===== config.mk =====
export PLATFORM = sky130hd
export DESIGN_NAME = wb_cmd_master
export DESIGN_NICKNAME = d
export VERILOG_FILES = /design/src/rtl/wb_cmd_pkg.sv /design/src/rtl/wb_cmd_timer.sv /design/src/rtl/wb_cmd_master.sv
export SDC_FILE = /design/constraint.sdc
export NUM_CORES = 1
export LEC_CHECK = 0
export ABC_AREA = 0
export CAP_MARGIN = 0
export CORE_ASPECT_RATIO = 1.25
export CORE_UTILIZATION = 38
export CTS_BUF_LIST = sky130_fd_sc_hd__clkbuf_8 sky130_fd_sc_hd__clkbuf_16
export CTS_CLUSTER_DIAMETER = 80
export DETAILED_ROUTE_END_ITERATION = 6
export GPL_ROUTABILITY_DRIVEN = 0
export PLACE_DENSITY = 0.74
export SLEW_MARGIN = 15
export SYNTH_ARGS = -nofsm -noshare
export SYNTH_HDL_FRONTEND = slang
export SYNTH_SLANG_ARGS = --single-unit

===== constraint.sdc =====
create_clock -name sys_clk -period 1.37 [get_ports sys_clk]
set_input_delay 0.3425 -clock sys_clk [delete_from_list [all_inputs] [get_ports sys_clk]]
set_output_delay 0.3425 -clock sys_clk [all_outputs]
set_load 0.05 [all_outputs]

===== src/rtl/wb_cmd_pkg.sv =====
// Shared definitions for the Wishbone command master and its helpers.
package wb_cmd_pkg;

    // Master sequencing: wait for a command, run one bus cycle, hold the response.
    typedef enum logic [1:0] {
        IDLE = 2'd0,
        BUS  = 2'd1,
        RESP = 2'd2
    } state_t;

    // Every access is a full 32-bit word.
    localparam logic [3:0] WB_SEL_ALL = 4'hf;

    // Width needed for a cycle counter that must be able to hold the value TIMEOUT.
    function automatic int timer_width(input int timeout);
        return $clog2(timeout + 1);
    endfunction

endpackage


===== src/rtl/wb_cmd_timer.sv =====
// Clear/enable saturating cycle counter with a terminal-count flag.
// tc is asserted during the enabled cycle that brings the count up to MAX.
// The owner can then act on the same clock edge that completes the MAX-th cycle.
module wb_cmd_timer #(
    parameter int MAX = 255,
    parameter int W   = 8
) (
    input  logic clk,
    input  logic rst_n,
    input  logic clr,
    input  logic en,
    output logic tc
);

    localparam logic [W-1:0] TOP  = W'(MAX);
    localparam logic [W-1:0] LAST = W'(MAX - 1);

    logic [W-1:0] count_reg;

    // Count enabled cycles, stopping at MAX rather than wrapping.
    always_ff @(posedge clk) begin
        if (!rst_n) begin
            count_reg <= '0;
        end else if (clr) begin
            count_reg <= '0;
        end else if (en && (count_reg != TOP)) begin
            count_reg <= count_reg + W'(1);
        end
    end

    assign tc = en && (count_reg >= LAST);

endmodule


===== src/rtl/wb_cmd_master.sv =====
// Single-outstanding Wishbone classic master.
// It turns a valid/ready command stream into one bus cycle at a time.
// Each cycle returns a valid/ready response carrying read data and a timeout flag.
module wb_cmd_master
    import wb_cmd_pkg::*;
#(
    parameter int TIMEOUT = 255
) (
    input  logic        sys_clk,
    input  logic        sys_rst_n,
    input  logic        cmd_valid,
    output logic        cmd_ready,
    input  logic        cmd_we,
    input  logic [31:0] cmd_adr,
    input  logic [31:0] cmd_dat,
    output logic        rsp_valid,
    input  logic        rsp_ready,
    output logic [31:0] rsp_dat,
    output logic        rsp_err,
    output logic [31:0] wb_adr_o,
    output logic [31:0] wb_dat_o,
    input  logic [31:0] wb_dat_i,
    output logic        wb_cyc_o,
    output logic        wb_stb_o,
    output logic        wb_we_o,
    output logic [3:0]  wb_sel_o,
    input  logic        wb_ack_i
);

    localparam int TW = timer_width(TIMEOUT);

    state_t state_reg;
    logic   timer_clr;
    logic   timer_en;
    logic   timer_tc;

    // The timer restarts while idle and counts only the cycles that stb is held.
    assign timer_clr = (state_reg == IDLE);
    assign timer_en  = (state_reg == BUS);

    wb_cmd_timer #(
        .MAX (TIMEOUT),
        .W   (TW)
    ) u_timer (
        .clk   (sys_clk),
        .rst_n (sys_rst_n),
        .clr   (timer_clr),
        .en    (timer_en),
        .tc    (timer_tc)
    );

    // Handshake outputs decode the state directly and are forced low during reset.
    assign cmd_ready = sys_rst_n && (state_reg == IDLE);
    assign rsp_valid = sys_rst_n && (state_reg == RESP);
    assign wb_sel_o  = WB_SEL_ALL;

    // Sequencer with registered bus and response outputs.
    // The ack is only looked at in BUS, which is the only state with cyc high.
    // A late ack is therefore dropped.
    always_ff @(posedge sys_clk) begin
        if (!sys_rst_n) begin
            state_reg <= IDLE;
            wb_cyc_o  <= 1'b0;
            wb_stb_o  <= 1'b0;
            wb_we_o   <= 1'b0;
            wb_adr_o  <= '0;
            wb_dat_o  <= '0;
            rsp_dat   <= '0;
            rsp_err   <= 1'b0;
        end else begin
            case (state_reg)
                IDLE: begin
                    if (cmd_valid) begin
                        wb_adr_o  <= cmd_adr;
                        wb_dat_o  <= cmd_dat;
                        wb_we_o   <= cmd_we;
                        wb_cyc_o  <= 1'b1;
                        wb_stb_o  <= 1'b1;
                        state_reg <= BUS;
                    end
                end
                BUS: begin
                    // The ack is checked first, so an ack in the final allowed cycle still succeeds.
                    if (wb_ack_i) begin
                        rsp_dat   <= wb_we_o ? 32'h0 : wb_dat_i;
                        rsp_err   <= 1'b0;
                        wb_cyc_o  <= 1'b0;
                        wb_stb_o  <= 1'b0;
                        state_reg <= RESP;
                    end else if (timer_tc) begin
                        rsp_dat   <= 32'h0;
                        rsp_err   <= 1'b1;
                        wb_cyc_o  <= 1'b0;
                        wb_stb_o  <= 1'b0;
                        state_reg <= RESP;
                    end
                end
                RESP: begin
                    if (rsp_ready) begin
                        state_reg <= IDLE;
                    end
                end
                default: begin
                    state_reg <= IDLE;
                end
            endcase
        end
    end

endmodule

==> impl_metrics.yaml, run 1 <==
setup_path:
  crit_required_ns: 1.58
  critPathTopFamily: "buffers and inverters"
  crit_top_cell: "o211ai_1"
  start_kind: "flip-flop"
  cp_num_buf_inv: 3
  crit_path_max_incr_delay_ns: 0.35
  criticalPathCategory: "reg -> reg"
  endpoint_kind: "flip-flop"
  crit_chain: "inv_2 > ha_4 > o211ai_1 > buf_4 > nor2_4 > buf_6 > o211ai_1"
  cp_max_fo: 6
  cpMaxStageDelayCell: "nor2_4"
  arrival_ns: 1.79
cells_and_area:
  insertedDiodeCount: 0
  reg_top3: "rsp_dat: 32 flops, wb_adr_o: 32 flops, wb_dat_o: 32 flops"
  fin_area_um2: 9230
  drive_gt1_share_pct: 34.4
  area_growth_pct: 98.7
  finalNetCount: 884
global_routing:
  track_usage_pct: 26.7
  antenna_found_initial: 1
  grt_pass1_wl_mm: 26.6
  grt_overflow_total: 0
  grt_pass1_vias: 5073
  grt_max_degree: 79
clock_network:
  cts_tree: "done"
  clkSinkCount: 109
  root_buffer: "clkbuf_16"
  clkSlewWorstSetupHoldPaths_ns: 0.07
  htree_num_levels: 3
  cts.path.max_buffers: 2
  hold_buffers: 0
  clk_latency_ns: 0.34
  numCtsBuffers: 9
die:
  die_w_um: 101
  ios: 208
  std_cell_rows: 44
  dieHeight_um: 126
  core_area_um2: 11800
  start_util_pct: 39.4
  die_area_um2: 12700
synthesis:
  synth_cell_type_count: 46
  synth_warnings: 0
  synth_area_leaders: "dfxtp_1 (47%), nand2_1 (11%), nand3_1 (10%), a21boi_0 (9.9%), o211ai_1 (5.2%)"
  avgSynthCellArea_um2: 8.43
  synthArstFlopShare_pct: 0
  synth-edff-count: 0
  ys.flop_type: "dfxtp_1"
  synth.most_common_cell: "nand2_1"
  synth_area_um2: 4640
  ys_seq_elements: 109
  synth_top_area_share_pct: 47.0
  synthTopCellsByCount: "nand2_1 (140), dfxtp_1 (109), nand3_1 (96), a21boi_0 (61), o211ai_1 (32)"
  synthCells: 551
  yosysTopAreaCell: "dfxtp_1"
  ys_seq_area_share_pct: 47.0
outcome:
  status: "finished with violations"
  violations: "negative setup slack"
timing:
  hold_violations: 0
  finalClockSkew_ns: 0.0123
  fmax_ghz: 0.633
  fin_crit_ns: 1.58
  slew_viol_final: 0
  grt_setup_unrepaired: "true"
  min_period_over_period_pct: 115
  fin_ws_ns: -0.210
  finalSetupViolCount: 106
placement:
  placed_cell_area_um2: 7970
  detailed_place_hpwl_mm: 10.5
  pre_cts_slack_ns: -0.494
  port_buffers: 203
drt:
  wirelength_mm: 17.5
  drc: 0
  vias: 5006
  routed_via_density: 5.29
  drt_iter0_markers: 162
  dr.pass1.iters: 4
  ant_nets: 0
  wl_per_cell_um: 18.5
power:
  power_density_nw_per_um2: 1190
  p_leak_nw: 3.51
  peakVddDrop_v: 0.000884
run:
  max_cap_viol_count: 0
hold_path:
  min_path_type: "in -> reg"
## per-stage QoR
stage               hold WS (ns)  utilization [%]  total power, mW  setup TNS [ns]  std cells
floorplan                  0.471                -             5.70         -0.0280        554
global placement           0.461             67.7             7.69          -31.97        893
detailed placement         0.488             67.7             7.77          -35.31        893
CTS                        0.407             77.3             10.9           -9.27        946
global route               0.418             78.3             11.4          -20.04        946
finish                     0.400             78.3             11.0          -12.59        946
## tightest hold or removal path, cell delays in order
cell and delay, ns:
buf_4 0.17, nand3_1 0.09, o211ai_1 0.08
## path summary, 6_finish.rpt
check	end	start	slack (ns)	cells past startpoint
worst min-delay path	rsp_dat[29]	sys_rst_n	0.40	3
worst max register to register	rsp_dat[10]	u_timer.count_reg[0]	-0.21	7
worst max-delay path	rsp_dat[10]	u_timer.count_reg[0]	-0.21	7
worst min register to register	wb_adr_o[11]	wb_adr_o[11]	0.49	2
## routing by layer
| layer | wire length (um) | track usage (%) |
|---|---|---|
| met1 | 6310 | 29.1 |
| met2 | 9320 | 48.8 |
| met3 | 1170 | 5.81 |
| met4 | 680 | 11.4 |
| met5 | 0 | 0 |
## layout by cell type (no fill, tap or decap), types with 3 or more instances in the layout
cell type        netlist  layout
a21boi_2               0      22
buf_16                 0       9
dfxtp_2                0       4
nand3b_1               3       3
dfxtp_4                0       3
nand2_4                0       5
o211ai_1              32      32
buf_4                  6      26
buf_12                 0     120
a21boi_1               4      43
nand2_1              140     108
conb_1                 1       4
clkdlybuf4s50_1        0     100
clkbuf_16              0      10
inv_1                  5       5
dfxtp_1              109     102
nand3_1               96      96
nor3b_4                0       3
nand2_2                0      27
mux2i_1                3       3
buf_6                  6      12
## what timing repair did
action	in CTS	in global routing
endpoints found under the setup margin	110	113
pin swaps	38	27
resized for setup	124	57
cloned	12	1
setup buffers	26	7
## final cells by class
type | instances | area (um2)
multi-input combinational | 386 | 2490
sequential | 109 | 2200
tap | 161 | 201
inverter | 5 | 18.8
timing repair buffer | 269 | 4020
fill | 717 | 2550
clock inverter | 6 | 61.3
clock buffer | 10 | 239
## report_power, final
| group | internal [mW] | total (mW) | switching [mW] | leakage (nW) |
|---|---|---|---|---|
| Sequential | 3.50 | 3.91 | 0.409 | 0.897 |
| Clock | 1.47 | 2.67 | 1.20 | 0.154 |
| Combinational | 2.23 | 4.41 | 2.18 | 2.46 |
## cells by family after synthesis
kind of cell | Yosys count | share of synthesized area (%)
and+or+nand+nor | 261 | 25.7
muxes | 4 | 0.889
buffers and inverters | 59 | 6.87
AOI/OAI and AO/OA | 115 | 18.9
other | 1 | 0.0807
adders and majority gates | 2 | 0.539
DFF | 109 | 47.0
(Power assumes the default switching activity.)
==> run 2: changes to the inputs <==
Settings changed: CTS_CLUSTER_DIAMETER 80 to 150.
==> results of run 2 <==
Final layout, timing and power as in run 1 (identical DEF).
